$ cat src/rtl/systolic_pkg.sv
// ---------------------------------------------------------------------------
// systolic_pkg
// Shared definitions for the 3x3 systolic multiply sequencer:
//   N             - array dimension (3 is the only supported size)
//   FEED_CYCLES   - cycles spent driving skewed operands (2N-1)
//   DRAIN_CYCLES  - cycles spent flushing the pass registers (N-1)
//   state_t       - sequencer state encoding
//   flat_idx()    - row-major index of element (row, col) in a flat matrix
// ---------------------------------------------------------------------------
package systolic_pkg;

    localparam int N            = 3;
    localparam int FEED_CYCLES  = 2 * N - 1;
    localparam int DRAIN_CYCLES = N - 1;

    typedef enum logic [2:0] {
        IDLE  = 3'd0,
        CLEAR = 3'd1,
        FEED  = 3'd2,
        DRAIN = 3'd3,
        DONE  = 3'd4
    } state_t;

    function automatic int flat_idx(input int row, input int col);
        return row * N + col;
    endfunction

endpackage

$ cat src/rtl/systolic_skew_feed.sv
// ---------------------------------------------------------------------------
// systolic_skew_feed
// Combinational operand skewing for the array edges. At step t, row lane i
// carries A[i][t-i] and column lane j carries B[t-j][j]; out-of-range
// indices (and en=0) give zero.
// Ports:
//   a_ops, b_ops          - latched operands, row-major, N*N*DATA_W bits
//   t                     - current feed step
//   en                    - feed enable; lanes are zero when low
//   row_lanes, col_lanes  - N lanes of DATA_W bits, lane 0 in the LSBs
// ---------------------------------------------------------------------------
module systolic_skew_feed
    import systolic_pkg::*;
#(
    parameter int DATA_W = 8
) (
    input  logic [N*N*DATA_W-1:0] a_ops,
    input  logic [N*N*DATA_W-1:0] b_ops,
    input  logic [2:0]            t,
    input  logic                  en,
    output logic [N*DATA_W-1:0]   row_lanes,
    output logic [N*DATA_W-1:0]   col_lanes
);

    // Lane/element select: exactly one k satisfies t == lane + k when in range,
    // so OR-accumulating the masked candidates acts as the mux.
    always_comb begin
        row_lanes = '0;
        col_lanes = '0;
        for (int lane = 0; lane < N; lane++) begin
            for (int k = 0; k < N; k++) begin
                row_lanes[lane*DATA_W +: DATA_W] = row_lanes[lane*DATA_W +: DATA_W] |
                    ((en && (int'(t) == lane + k)) ? a_ops[flat_idx(lane, k)*DATA_W +: DATA_W]
                                                    : {DATA_W{1'b0}});
                col_lanes[lane*DATA_W +: DATA_W] = col_lanes[lane*DATA_W +: DATA_W] |
                    ((en && (int'(t) == lane + k)) ? b_ops[flat_idx(k, lane)*DATA_W +: DATA_W]
                                                    : {DATA_W{1'b0}});
            end
        end
    end

endmodule

$ cat src/rtl/systolic_seq_ctrl.sv
// ---------------------------------------------------------------------------
// systolic_seq_ctrl
// Sequencer for an external 3x3 output-stationary systolic MAC array.
// One run: IDLE -(start)-> CLEAR (1) -> FEED (t=0..4) -> DRAIN (t=5,6) -> DONE.
// Feeds and mac_clr are registered from the next state so the array sees
// them in the same cycle the state is current. The last accumulate lands on
// the edge ending t=6, so res_in is captured on the first edge spent in DONE
// and done/result appear together in the following cycle.
// Ports:
//   clk, rst_n           - clock, asynchronous active-low reset
//   start                - run request, honoured only in IDLE when not busy
//   a_flat, b_flat       - operands, row-major, latched on start acceptance
//   row_feed, col_feed   - skewed array edge inputs
//   mac_clr              - clears array accumulators and pass registers
//   res_in               - array accumulator outputs, row-major
//   result               - captured product C = A*B (mod 2^DATA_W)
//   busy, done           - run in progress / result valid
//   res_ack              - result consumed (only with SYS_SEQ_ACK_EN)
// Build option: define SYS_SEQ_ACK_EN to hold done until res_ack; otherwise
// done is a single-cycle pulse and res_ack is ignored.
// ---------------------------------------------------------------------------
module systolic_seq_ctrl #(
    parameter int DATA_W = 8,
    parameter int N      = 3
) (
    input  logic                  clk,
    input  logic                  rst_n,
    input  logic                  start,
    input  logic [N*N*DATA_W-1:0] a_flat,
    input  logic [N*N*DATA_W-1:0] b_flat,
    output logic [N*DATA_W-1:0]   row_feed,
    output logic [N*DATA_W-1:0]   col_feed,
    output logic                  mac_clr,
    input  logic [N*N*DATA_W-1:0] res_in,
    output logic [N*N*DATA_W-1:0] result,
    output logic                  busy,
    output logic                  done,
    input  logic                  res_ack
);

    import systolic_pkg::*;

    localparam logic [2:0] T_FEED_LAST  = 3'(FEED_CYCLES - 1);
    localparam logic [2:0] T_DRAIN_LAST = 3'(FEED_CYCLES + DRAIN_CYCLES - 1);

    state_t                  state_r, state_s;
    logic [2:0]              t_r, t_s;
    logic                    accept_s, capture_s, feed_en_s, done_s, busy_s;
    logic [N*N*DATA_W-1:0]   a_r, b_r, result_r;
    logic [N*DATA_W-1:0]     row_lanes_s, col_lanes_s, row_feed_r, col_feed_r;
    logic                    mac_clr_r, busy_r, done_r;

`ifndef SYS_SEQ_ACK_EN
    logic unused_s;
    assign unused_s = res_ack;
`endif

    // State and step-counter register.
    always_ff @(posedge clk or negedge rst_n) begin
        if (!rst_n) begin
            state_r <= IDLE;
            t_r     <= 3'd0;
        end else begin
            state_r <= state_s;
            t_r     <= t_s;
        end
    end

    // Next-state and step-counter logic.
    always_comb begin
        state_s  = state_r;
        t_s      = t_r;
        accept_s = 1'b0;
        case (state_r)
            IDLE: begin
                // busy_r is still high in the cycle done is shown; a start
                // there belongs to the finished run and is dropped.
                if (start && !busy_r) begin
                    accept_s = 1'b1;
                    state_s  = CLEAR;
                    t_s      = 3'd0;
                end else begin
                    state_s = IDLE;
                    t_s     = 3'd0;
                end
            end
            CLEAR: begin
                state_s = FEED;
                t_s     = 3'd0;
            end
            FEED: begin
                t_s = t_r + 3'd1;
                if (t_r == T_FEED_LAST) begin
                    state_s = DRAIN;
                end else begin
                    state_s = FEED;
                end
            end
            DRAIN: begin
                if (t_r == T_DRAIN_LAST) begin
                    state_s = DONE;
                    t_s     = 3'd0;
                end else begin
                    state_s = DRAIN;
                    t_s     = t_r + 3'd1;
                end
            end
            DONE: begin
                t_s = 3'd0;
`ifdef SYS_SEQ_ACK_EN
                if (res_ack && done_r) begin
                    state_s = IDLE;
                end else begin
                    state_s = DONE;
                end
`else
                state_s = IDLE;
`endif
            end
            default: begin
                state_s = IDLE;
                t_s     = 3'd0;
            end
        endcase
    end

    // Output decode; done/busy lag the DONE state by one edge so that they
    // rise together with the captured result.
    always_comb begin
        feed_en_s = (state_s == FEED);
        capture_s = (state_r == DONE) && !done_r;
`ifdef SYS_SEQ_ACK_EN
        done_s    = (state_r == DONE) && !(res_ack && done_r);
`else
        done_s    = (state_r == DONE);
`endif
        busy_s    = (state_s != IDLE) || done_s;
    end

    systolic_skew_feed #(
        .DATA_W (DATA_W)
    ) u_skew (
        .a_ops     (a_r),
        .b_ops     (b_r),
        .t         (t_s),
        .en        (feed_en_s),
        .row_lanes (row_lanes_s),
        .col_lanes (col_lanes_s)
    );

    // Operand latch, registered array controls, result capture and status.
    always_ff @(posedge clk or negedge rst_n) begin
        if (!rst_n) begin
            a_r        <= '0;
            b_r        <= '0;
            row_feed_r <= '0;
            col_feed_r <= '0;
            mac_clr_r  <= 1'b0;
            result_r   <= '0;
            busy_r     <= 1'b0;
            done_r     <= 1'b0;
        end else begin
            if (accept_s) begin
                a_r <= a_flat;
                b_r <= b_flat;
            end
            row_feed_r <= row_lanes_s;
            col_feed_r <= col_lanes_s;
            mac_clr_r  <= (state_s == CLEAR);
            if (capture_s) begin
                result_r <= res_in;
            end
            busy_r <= busy_s;
            done_r <= done_s;
        end
    end

    assign row_feed = row_feed_r;
    assign col_feed = col_feed_r;
    assign mac_clr  = mac_clr_r;
    assign result   = result_r;
    assign busy     = busy_r;
    assign done     = done_r;

endmodule

$ cat config.mk
export PLATFORM = sky130hd
export DESIGN_NAME = systolic_seq_ctrl
export DESIGN_NICKNAME = d
export VERILOG_FILES = /design/src/rtl/systolic_pkg.sv /design/src/rtl/systolic_skew_feed.sv /design/src/rtl/systolic_seq_ctrl.sv
export SDC_FILE = /design/constraint.sdc
export NUM_CORES = 1
export LEC_CHECK = 0
export ABC_AREA = 0
export BUFFER_PORTS_ARGS = -buffer_cell sky130_fd_sc_hd__buf_2
export CORE_AREA = 5 5 204 206
export DETAILED_ROUTE_END_ITERATION = 8
export DIE_AREA = 0 0 209 211
export GPL_TIMING_DRIVEN = 1
export PLACE_DENSITY = 0.62
export SYNTH_ARGS = -nofsm -noshare
export SYNTH_HDL_FRONTEND = slang
export SYNTH_HIERARCHICAL = 1
export SYNTH_SLANG_ARGS = --single-unit
$ cat constraint.sdc
create_clock -name clk -period 3.3 [get_ports clk]
set_input_delay 0.66 -clock clk [delete_from_list [all_inputs] [get_ports clk]]
set_output_delay 0.66 -clock clk [all_outputs]
set_load 0.01 [all_outputs]
==> results of run 1 <==
[layout make-up]
type                            instances  area [µm²]
Fill cell                            3766       24600
Sequential cell                       273        6832
Multi-Input combinational cell        342        4400
Timing Repair Buffer                  356        1904
Clock buffer                           41       863.3
Tap cell                              525       656.9
Clock inverter                         16       173.9
Inverter                                5       18.77
Antenna cell                            3       7.507
[through the flow]
step | util [%] | setup WS, ps
finish | 37.65 | 806.1
global route | 37.65 | 634.6
CTS | 37.63 | 769.3
detailed placement | 35.00 | 755.9
floorplan | - | 1386
global placement | 35.00 | 875.5
[critical path, stage by stage (launching register included)]
cell and delay (ps):
dfrtp_1 500, or2b_1 290, nand2b_1 220, nor2_2 250, or3b_1 890, o2bb2ai_1 170
[state kept, by name (all words and copies together), names as in the netlist, 3 cells and up]
name and cells:
col_feed 24, row_feed 24, result 72, t_r 3, a_r 72, state_r 3
b_r 72
[placed cells by master, fill, tap and decap left out, types with 2 or more instances in the layout]
| cell | instances |
|---|---|
| buf_2 | 340 |
| dfrtp_1 | 273 |
| mux2_4 | 197 |
| mux2i_1 | 50 |
| o2bb2ai_1 | 38 |
| clkbuf_16 | 31 |
| mux2_2 | 19 |
| o2bb2ai_2 | 10 |
| buf_4 | 9 |
| clkinv_2 | 7 |
| buf_12 | 6 |
| inv_1 | 5 |
| nor2_1 | 5 |
| clkbuf_8 | 5 |
| clkbuf_1 | 5 |
| diode_2 | 3 |
| ha_1 | 3 |
| bufinv_16 | 3 |
| clkinvlp_4 | 3 |
| nor2_4 | 2 |
| a21oi_1 | 2 |
| inv_6 | 2 |
| nand3b_1 | 2 |
[worst paths after layout]
kind	to	slack, ps	cells after the start
min	row_feed[20]	70	1
min reg2reg	col_feed[22]	480	1
max reg2reg	row_feed[2]	810	5
max in group asynchronous	result[66]	2410	2
max	row_feed[2]	810	5
min in group clk	a_r[24]	310	2
[per-layer routing]
layer	track usage, %	vias up
met1	16.11	3359
met5	0	-
met3	4.500	63
met2	20.49	240
li1	-	3095
met4	3.420	14
[power breakdown]
group / internal, µW / switching [µW] / leakage, µW / total (µW)
clock: 2070 / 1410 / 0.000507 / 3480
combinational: 2530 / 1990 / 0.00379 / 4510
sequential: 4640 / 711 / 0.00338 / 5350
[kinds of logic (layout without fill, tap and decap cells)]
logic type	after synthesis	in the layout
buffers and inverters	45	418
AND/OR/NAND/NOR	21	21
multiplexers	266	266
AO/OA/AOI/OAI	51	51
flip-flops	273	273
adder cells (fa/ha/maj)	3	3
other	0	3
XOR/XNOR	1	1
[cells in the mapped netlist, types with 2 or more instances]
| library cell | number | area [µm²] |
|---|---|---|
| a21oi_1 | 2 | 10.01 |
| buf_12 | 18 | 360.4 |
| buf_2 | 10 | 50.05 |
| buf_4 | 4 | 30.03 |
| buf_6 | 7 | 78.83 |
| dfrtp_1 | 273 | 6832 |
| ha_1 | 3 | 37.54 |
| inv_1 | 5 | 18.77 |
| mux2_2 | 19 | 214.0 |
| mux2_4 | 197 | 2958 |
| mux2i_1 | 50 | 500.5 |
| nand3b_1 | 2 | 15.01 |
| nor2_1 | 7 | 26.28 |
| o2bb2ai_1 | 38 | 332.8 |
| o2bb2ai_2 | 10 | 150.1 |
==> results.sh, run 1 <==
export IMPL_ys_flop_type="dfrtp_1"
export IMPL_pwr_density_cell_nw_per_um2=897.9
export IMPL_synth_adder_area_share_pct=0.3197
export IMPL_muxShareOfSynthArea_pct=31.28
export IMPL_ys_types=30
export IMPL_cts_sinks=273
export IMPL_rsz0062_at_grt="no"
export IMPL_cap_violations=0
export IMPL_worst_setup_path_end_kind="flip-flop"
export IMPL_gr_total_overflow=0
export IMPL_first_iter_violations=202
export IMPL_final_min_clock_period_ps=2494
export IMPL_r2r_start="state_r[1]"
export IMPL_cts_repair_resize_count=0
export IMPL_p_total_uw=13340
export IMPL_grt_pass1_vias=7629
export IMPL_fin_nets=1232
export IMPL_avgViaCountPerCell=4.338
export IMPL_maxSlewViolCount=0
export IMPL_ys_seq_area_share_pct=58.19
export IMPL_synthCells=660
export IMPL_boundaryPins=343
export IMPL_critPathLaunch="state_r[1]"
export IMPL_rows=73
export IMPL_grtUsageTotal_pct=12.62
export IMPL_period_share_pct=75.57
export IMPL_syn_area_per_cell_um2=17.79
export IMPL_syn_nets=883
export IMPL_synth_top_family_by_area="multiplexers"
export IMPL_coreArea_um2=39460
export IMPL_timing_critical_path_from_type="flip-flop"
export IMPL_antenna_found_initial=11
export IMPL_path_clk_slew_ps=60
export IMPL_route_met2_wl_mm=13.20
export IMPL_io_buffers=341
export IMPL_ir_drop_mv=0.5199
export IMPL_hold_class="in2async"
export IMPL_cp_max_fo=16
export IMPL_root_buffer="clkbuf_16"
export IMPL_clk_latency_ps=570
export IMPL_die_area_um2=44100
export IMPL_hold_viol_final=0
export IMPL_crit_type="reg2reg"
export IMPL_met1_length_mm=12.43
export IMPL_ys_async_sr_fraction_pct=100.0
export IMPL_htree_num_levels=1
export IMPL_post_cts_buffers=0
export IMPL_max_slew_margin_pct=26.91
export IMPL_grt_max_degree=78
export IMPL_ys_warn_count=6
export IMPL_power_leakage_uw=0.007672
export IMPL_synth_ff_latch_count=273
export IMPL_dp_cells=1501
export IMPL_crit_arrival_ps=2900
export IMPL_fin_cells=1561
export IMPL_wl_met3_mm=2.391
export IMPL_dp_hpwl_mm=19.87
export IMPL_gp_congestion=0.8356
export IMPL_grt_pass1_wl_mm=44.62
export IMPL_fin_area_um2=14860
export IMPL_synth_edf_count=0
export IMPL_clockBufferDepth=3
export IMPL_die_h_um=211
export IMPL_synth_xor_area_share_pct=0.07460
export IMPL_area_growth_pct=26.55
export IMPL_synth_compound_area_share_pct=4.242
export IMPL_synth_simple_area_share_pct=1.279
export IMPL_cts_tree="yes"
export IMPL_drive_gt1_share_pct=62.05
export IMPL_postRouteAntennaNets=0
export IMPL_wl_mm=28.80
export IMPL_die_w_um=209
export IMPL_tightest_slew_ps=1096
export IMPL_numCtsBuffers=31
export IMPL_vias=6771
export IMPL_clock_skew_ps=11.41
export IMPL_synth_cell_area_um2=11740
export IMPL_firstDrtPassIters=4
export IMPL_drc=0
export IMPL_max_freq_ghz=0.4010
export IMPL_top_layer="met5"
export IMPL_fin_tns_setup_ps=0
export IMPL_status="finished, final reports clean"
export IMPL_place_area_um2=13810
export IMPL_hold_buffers=0
export IMPL_start_util_pct=29.75
export IMPL_cp_required_ps=3710
export IMPL_hold_slack_ps=68.29
export IMPL_final_setup_viol_count=0
export IMPL_wl_per_cell_um=18.45
Power figures use the tool's default switching activity.
==> run 2: changes to the inputs <==
--- a/config.mk
+++ b/config.mk
@@ -5,13 +5,13 @@
 export SDC_FILE = /design/constraint.sdc
 export NUM_CORES = 1
 export LEC_CHECK = 0
-export ABC_AREA = 0
+export ABC_AREA = 1
 export BUFFER_PORTS_ARGS = -buffer_cell sky130_fd_sc_hd__buf_2
-export CORE_AREA = 5 5 204 206
+export CORE_AREA = 5 5 198 200
 export DETAILED_ROUTE_END_ITERATION = 8
-export DIE_AREA = 0 0 209 211
+export DIE_AREA = 0 0 203 205
 export GPL_TIMING_DRIVEN = 1
-export PLACE_DENSITY = 0.62
+export PLACE_DENSITY = 0.64
 export SYNTH_ARGS = -nofsm -noshare
 export SYNTH_HDL_FRONTEND = slang
 export SYNTH_HIERARCHICAL = 1
==> constraint.sdc (replaced) <==
create_clock -name clk -period 2.27 [get_ports clk]
set_input_delay 0.454 -clock clk [delete_from_list [all_inputs] [get_ports clk]]
set_output_delay 0.454 -clock clk [all_outputs]
set_load 0.01 [all_outputs]
==> run 2 against run 1 <==
  * Total power grew 50%
  * Routed wire length up 20%
  * Register-to-register slack lost 560 ps
  * Largest power group unchanged
  * Worst setup slack got worse by 560 ps
  * Critical path depth rose by 8
  * Critical path type unchanged
  * Clock-buffer cell count stayed put
  * Final cell count rose by 34%
  * Clock power increased by 47%
==> results.sh, run 2 <==
export IMPL_rows=71
export IMPL_cpPeakStageDelay_ps=370
export IMPL_yosysTopAreaCell="dfrtp_1"
export IMPL_hold_class="in2reg"
export IMPL_clock_skew_ps=22.87
export IMPL_hold_viol_final=0
export IMPL_reg2reg_slack_ps=250
export IMPL_cts_tree="yes"
export IMPL_power_leakage_uw=0.007987
export IMPL_swShare_pct=37.01
export IMPL_gp_congestion=0.8454
export IMPL_grtUsageTotal_pct=16.22
export IMPL_postRouteAntennaNets=0
export IMPL_cap_violations=0
export IMPL_final_common_cell="nand2_1"
export IMPL_grt_pass1_vias=9843
export IMPL_path_buf_inv=5
export IMPL_dp_hpwl_mm=24.08
export IMPL_whs_path_depth=3
export IMPL_post_cts_buffers=0
export IMPL_area_growth_pct=32.23
export IMPL_tightest_slew_ps=748.7
export IMPL_ys_seq_area_share_pct=62.00
export IMPL_rsz0062_at_grt="no"
export IMPL_nFillCells=3766
export IMPL_grt_pass1_wl_mm=54.65
export IMPL_path_clk_slew_ps=60
export IMPL_path_cells="inv_1, ha_1, nand2_1, inv_1, nand3_1, nand3_1, nor2_1, inv_1, nor2_4, buf_12, buf_4, nand3_1, nand3_1"
export IMPL_period_share_pct=89.16
export IMPL_switching_power_uw=7416
export IMPL_crit_type="reg2reg"
export IMPL_max_slew_margin_pct=50.09
export IMPL_coreArea_um2=37220
export IMPL_setup_ws_ps=246.1
export IMPL_cpMaxStageDelayCell="dfrtp_1"
export IMPL_timing_critical_path_from_type="flip-flop"
export IMPL_io_buffers=341
export IMPL_place_ws_ps=200.3
export IMPL_internal_power_uw=12620
export IMPL_synth_most_common_cell="nand2_1"
export IMPL_synthTopCellsByArea="dfrtp_1, nand2_1, nand3_1"
export IMPL_antenna_found_initial=15
export IMPL_drc=0
export IMPL_die_area_um2=41620
export IMPL_fin_cells=2086
export IMPL_r2r_start="t_r[0]"
export IMPL_power_frac_seq_pct=39.0
export IMPL_combPwrFrac_pct=35.6
export IMPL_wl_mm=34.60
export IMPL_ys_warn_count=6
export IMPL_reg2reg_to="col_feed[1]"
export IMPL_place_area_um2=13490
export IMPL_synth_top_cell_area_share_pct=62.00
export IMPL_worstHoldEndpoint="a_r[54]"
export IMPL_worst_setup_path_end_kind="flip-flop"
export IMPL_vias=9686
export IMPL_cpMostUsedCell="nand3_1"
export IMPL_syn_nets=1468
export IMPL_status="finished, final reports clean"
export IMPL_fin_tns_setup_ps=0
export IMPL_clk_latency_ps=560
export IMPL_root_buffer="clkbuf_16"
export IMPL_synthCells=1245
export IMPL_ys_types=20
export IMPL_multi_input_area_um2=3707
export IMPL_maxSlewViolCount=0
export IMPL_crit_arrival_ps=2510
export IMPL_worstRegToRegCells=13
export IMPL_start_util_pct=29.60
export IMPL_area_sequential_um2=6832
export IMPL_clockBufferDepth=3
export IMPL_ir_drop_mv=0.8067
export IMPL_synth_commonest_cells="nand2_1, dfrtp_1, nand3_1, buf_2, buf_4"
export IMPL_wl_per_cell_um=16.59
export IMPL_numCtsBuffers=30
export IMPL_fin_area_um2=14570
export IMPL_dp_cells=2023
export IMPL_drive_gt1_share_pct=28.10
export IMPL_firstDrtPassIters=5
export IMPL_pwr_density_cell_nw_per_um2=1376
export IMPL_synth_ff_latch_count=273
export IMPL_first_iter_violations=581
export IMPL_final_setup_viol_count=0
export IMPL_cts_sinks=273
export IMPL_ys_flop_type="dfrtp_1"
export IMPL_boundaryPins=343
export IMPL_die_h_um=205
export IMPL_avgViaCountPerCell=4.643
export IMPL_grt_max_degree=87
export IMPL_die_w_um=203
export IMPL_layout_common_cells="nand2_1, buf_2, dfrtp_1"
export IMPL_syn_area_per_cell_um2=8.850
export IMPL_max_freq_ghz=0.4941
export IMPL_cp_required_ps=2760
export IMPL_synth_edf_count=0
export IMPL_gr_total_overflow=0
export IMPL_htree_num_levels=1
export IMPL_critPathTopFamily="simple AND/OR/NAND/NOR gates"
export IMPL_fin_nets=1805
export IMPL_ys_async_sr_fraction_pct=100.0
export IMPL_cp_max_fo=39
export IMPL_min_from="a_flat[54]"
export IMPL_pwr_share_clk_pct=25.4
export IMPL_synth_cell_area_um2=11020
export IMPL_final_min_clock_period_ps=2024
## run 2: cell types whose count changed in the layout (fill, tap and decap cells not counted), sizes merged, moves of 2 or more
cell,previous run,this run
inv,7,19
nand2,1,584
a21oi,2,0
mux2,216,0
o2bb2ai,48,0
nand3,2,267
buf,356,386
clkinv,8,6
nand3b,2,0
diode,3,7
mux2i,50,0
nor2,8,15
## run 2: area by class of cell
class                      count  area share (%)
tap                          474           4.071
timing repair buffer         387           15.80
clock inverter                14           1.185
inverter                      16          0.4294
antenna                        7          0.1202
clock buffer                  41           6.055
multi-input combinational    874           25.45
sequential                   273           46.89
## run 2: worst max path at each step
stage,startpoint,end,depth (start not counted)
final,t_r[0],col_feed[1],13
after global routing,t_r[0],col_feed[1],12
after CTS,t_r[0],col_feed[1],10
after detailed placement,t_r[0],col_feed[1],10
after global placement,t_r[0],col_feed[1],10
after floorplan,t_r[0],row_feed[16],11
## run 2: layer usage
metal | GRT usage, % | routed length [µm]
met4 | 3.686 | 666
met3 | 4.765 | 3088
met1 | 21.43 | 14790
met5 | 0 | 106
met2 | 26.55 | 15950
## run 2: repair_timing
item,in CTS,in global routing
hold buffers,1,0
resized for setup,0,1
setup endpoints to repair,0,7
hold endpoints to repair,60,0
## run 2: logic make-up after synthesis
group	synth area share, %
flops	62.00
fa+ha+maj	0.3407
xor+xnor	0.07951
buf+inv	4.644
simple gates	32.84
compound gates	0.09085
## run 2: worst register-to-register path, stage by stage, from the launching register on
cell     delay [ps]
dfrtp_1         370
inv_1            70
ha_1            200
nand2_1          60
inv_1            40
nand3_1         100
nand3_1         110
nor2_1          150
inv_1            80
nor2_4          140
buf_12          250
buf_4           220
nand3_1          80
nand3_1          90
## run 2: power groups by stage
stage | Clock, µW | Combinational (µW) | Sequential [µW]
after floorplan | 0 | 3800 | 7920
after global placement | 0 | 7090 | 7820
after detailed placement | 0 | 7210 | 7870
after CTS | 5250 | 7260 | 7820
after global routing | 5470 | 7980 | 8040
final | 5100 | 7130 | 7810
## run 2: through the flow
step / total power (µW) / hold WS [ps] / utilization, %
2_1_floorplan: 11710 / 158.4 / -
3_3_place_gp: 14910 / 449.5 / 36.23
3_5_place_dp: 15090 / 454.2 / 36.23
4_1_cts: 20330 / 35.24 / 39.09
5_1_grt: 21490 / 47.86 / 39.10
6_report: 20040 / 77.77 / 39.14
==> run 3: changes to the inputs <==
--- a/config.mk
+++ b/config.mk
@@ -7,9 +7,9 @@
 export LEC_CHECK = 0
 export ABC_AREA = 1
 export BUFFER_PORTS_ARGS = -buffer_cell sky130_fd_sc_hd__buf_2
-export CORE_AREA = 5 5 198 200
+export CORE_AREA = 5 5 178 223
 export DETAILED_ROUTE_END_ITERATION = 8
-export DIE_AREA = 0 0 203 205
+export DIE_AREA = 0 0 183 228
 export GPL_TIMING_DRIVEN = 1
 export PLACE_DENSITY = 0.64
 export SYNTH_ARGS = -nofsm -noshare
==> run 3 against run 2 <==
  * First-iteration DRC count decreased by 11%
  * Total power down 3.6%
  * Routed wire length down 5.0%
  * Final cell count about the same
  * Sequential share of layout area is 0.41 points higher
  * Critical path type unchanged
  * Critical endpoint is now row_feed[20]
  * Fmax is 0.81% lower
  * Worst setup slack worse by 17 ps
  * Via count fell by 0.90%
==> results.sh, run 3 (synthesis results as in run 2) <==
export IMPL_cts_tree="yes"
export IMPL_firstDrtPassIters=5
export IMPL_power_leakage_uw=0.007915
export IMPL_numCtsBuffers=28
export IMPL_cp_max_fo=38
export IMPL_avgViaCountPerCell=4.604
export IMPL_drive_gt1_share_pct=27.70
export IMPL_wl_mm=32.88
export IMPL_antenna_found_initial=4
export IMPL_io_buffers=341
export IMPL_pwr_density_cell_nw_per_um2=1338
export IMPL_hold_viol_final=0
export IMPL_timing_critical_path_from_type="flip-flop"
export IMPL_status="finished, final reports clean"
export IMPL_rows=79
export IMPL_die_w_um=183
export IMPL_place_area_um2=13470
export IMPL_crit_arrival_ps=2530
export IMPL_first_iter_violations=517
export IMPL_cts_sinks=273
export IMPL_start_util_pct=29.72
export IMPL_grt_pass1_wl_mm=52.02
export IMPL_die_area_um2=41720
export IMPL_postRouteAntennaNets=0
export IMPL_root_buffer="clkbuf_16"
export IMPL_cp_required_ps=2760
export IMPL_grt_max_degree=82
export IMPL_fin_tns_setup_ps=0
export IMPL_clockBufferDepth=3
export IMPL_rsz0062_at_grt="no"
export IMPL_grtUsageTotal_pct=15.22
export IMPL_layout_common_cells="nand2_1, buf_2, dfrtp_1"
export IMPL_maxSlewViolCount=0
export IMPL_final_common_cell="nand2_1"
export IMPL_crit_type="reg2reg"
export IMPL_gp_congestion=0.8690
export IMPL_period_share_pct=89.89
export IMPL_fin_area_um2=14440
export IMPL_wl_per_cell_um=15.77
export IMPL_clk_latency_ps=550
export IMPL_final_min_clock_period_ps=2040
export IMPL_htree_num_levels=1
export IMPL_ir_drop_mv=0.9153
export IMPL_antenna_cells=0
export IMPL_boundaryPins=343
export IMPL_hold_class="in2reg"
export IMPL_dp_hpwl_mm=22.93
export IMPL_worst_setup_path_end_kind="flip-flop"
export IMPL_drc=0
export IMPL_tightest_slew_ps=705.3
export IMPL_clock_skew_ps=19.27
export IMPL_cap_violations=0
export IMPL_fin_nets=1802
export IMPL_grt_pass1_vias=9781
export IMPL_final_setup_viol_count=0
export IMPL_area_growth_pct=31.08
export IMPL_coreArea_um2=37070
export IMPL_vias=9599
export IMPL_max_freq_ghz=0.4901
export IMPL_die_h_um=228
export IMPL_gr_total_overflow=0
export IMPL_max_slew_margin_pct=52.98
export IMPL_path_clk_slew_ps=70
==> run 3: cell types whose count changed in the layout (fill, tap and decap cells not counted), moves of 2 or more <==
cell / delta
inv_6: -2
diode_2: -7
clkinv_4: +2
clkbuf_1: +3
clkbuf_8: -4
==> run 3: routing by layer <==
metal | wire length, µm | vias to the layer above | share of wire [%] | track usage [%]
met4 | 684 | 6 | 2.1 | 4.145
met2 | 16840 | 337 | 51 | 27.30
met3 | 2303 | 53 | 7.0 | 3.009
li1 | - | 4634 | - | -
met5 | 34 | - | 0.10 | 0
met1 | 13020 | 4569 | 40 | 18.54
==> run 3: worst max-delay path: stages, from the launching register on <==
cell and delay [ps]:
dfrtp_1 400, inv_1 90, ha_1 140, nand2_1 90, o21ai_0 300, nor2_1 160, nor2_4 150, buf_12 240
buf_12 200, nand3_1 90, nand3_1 110
==> run 3: area by class of cell <==
class                      instances  area (µm²)
clock buffer                      39       813.3
clock inverter                    11       121.4
fill                            3810       22620
inverter                          16       66.31
multi-input combinational        874        3707
sequential                       273        6832
tap                              486       608.1
timing repair buffer             386        2295
==> run 3: stage by stage <==
stage	hold slack (ps)	instances	total power (µW)	setup slack (ps)	utilization [%]
floorplan	158.4	1245	11710	556.0	-
global placement	448.7	2033	14540	144.6	36.35
detailed placement	453.3	2033	14690	48.25	36.35
CTS	64.30	2084	19450	61.62	38.90
global route	87.05	2085	20670	33.74	38.96
finish	94.65	2085	19330	229.5	38.96
==> run 3: worst paths after layout <==
check                      cells after the start        from  slack [ps]      endpoint
max                                           10      t_r[0]         230  row_feed[20]
min                                            3  b_flat[34]          90       b_r[34]
max reg2reg                                   10      t_r[0]         230  row_feed[20]
min reg2reg                                    2   result[0]         470     result[0]
max in group asynchronous                      3       rst_n        1120       a_r[24]
min in group asynchronous                      2       rst_n         490  row_feed[13]
==> run 3: repair_timing <==
action,CTS,global route
buffers inserted,0,1
endpoints found under the hold margin,60,0
hold buffers,1,0
resized for setup,0,1
setup endpoints to repair,0,16
==> run 3: where the power goes <==
part           switching, µW  total, µW  internal (µW)
registers                995       7790           6790
logic                   4290       6900           2610
clock network           1910       4630           2730
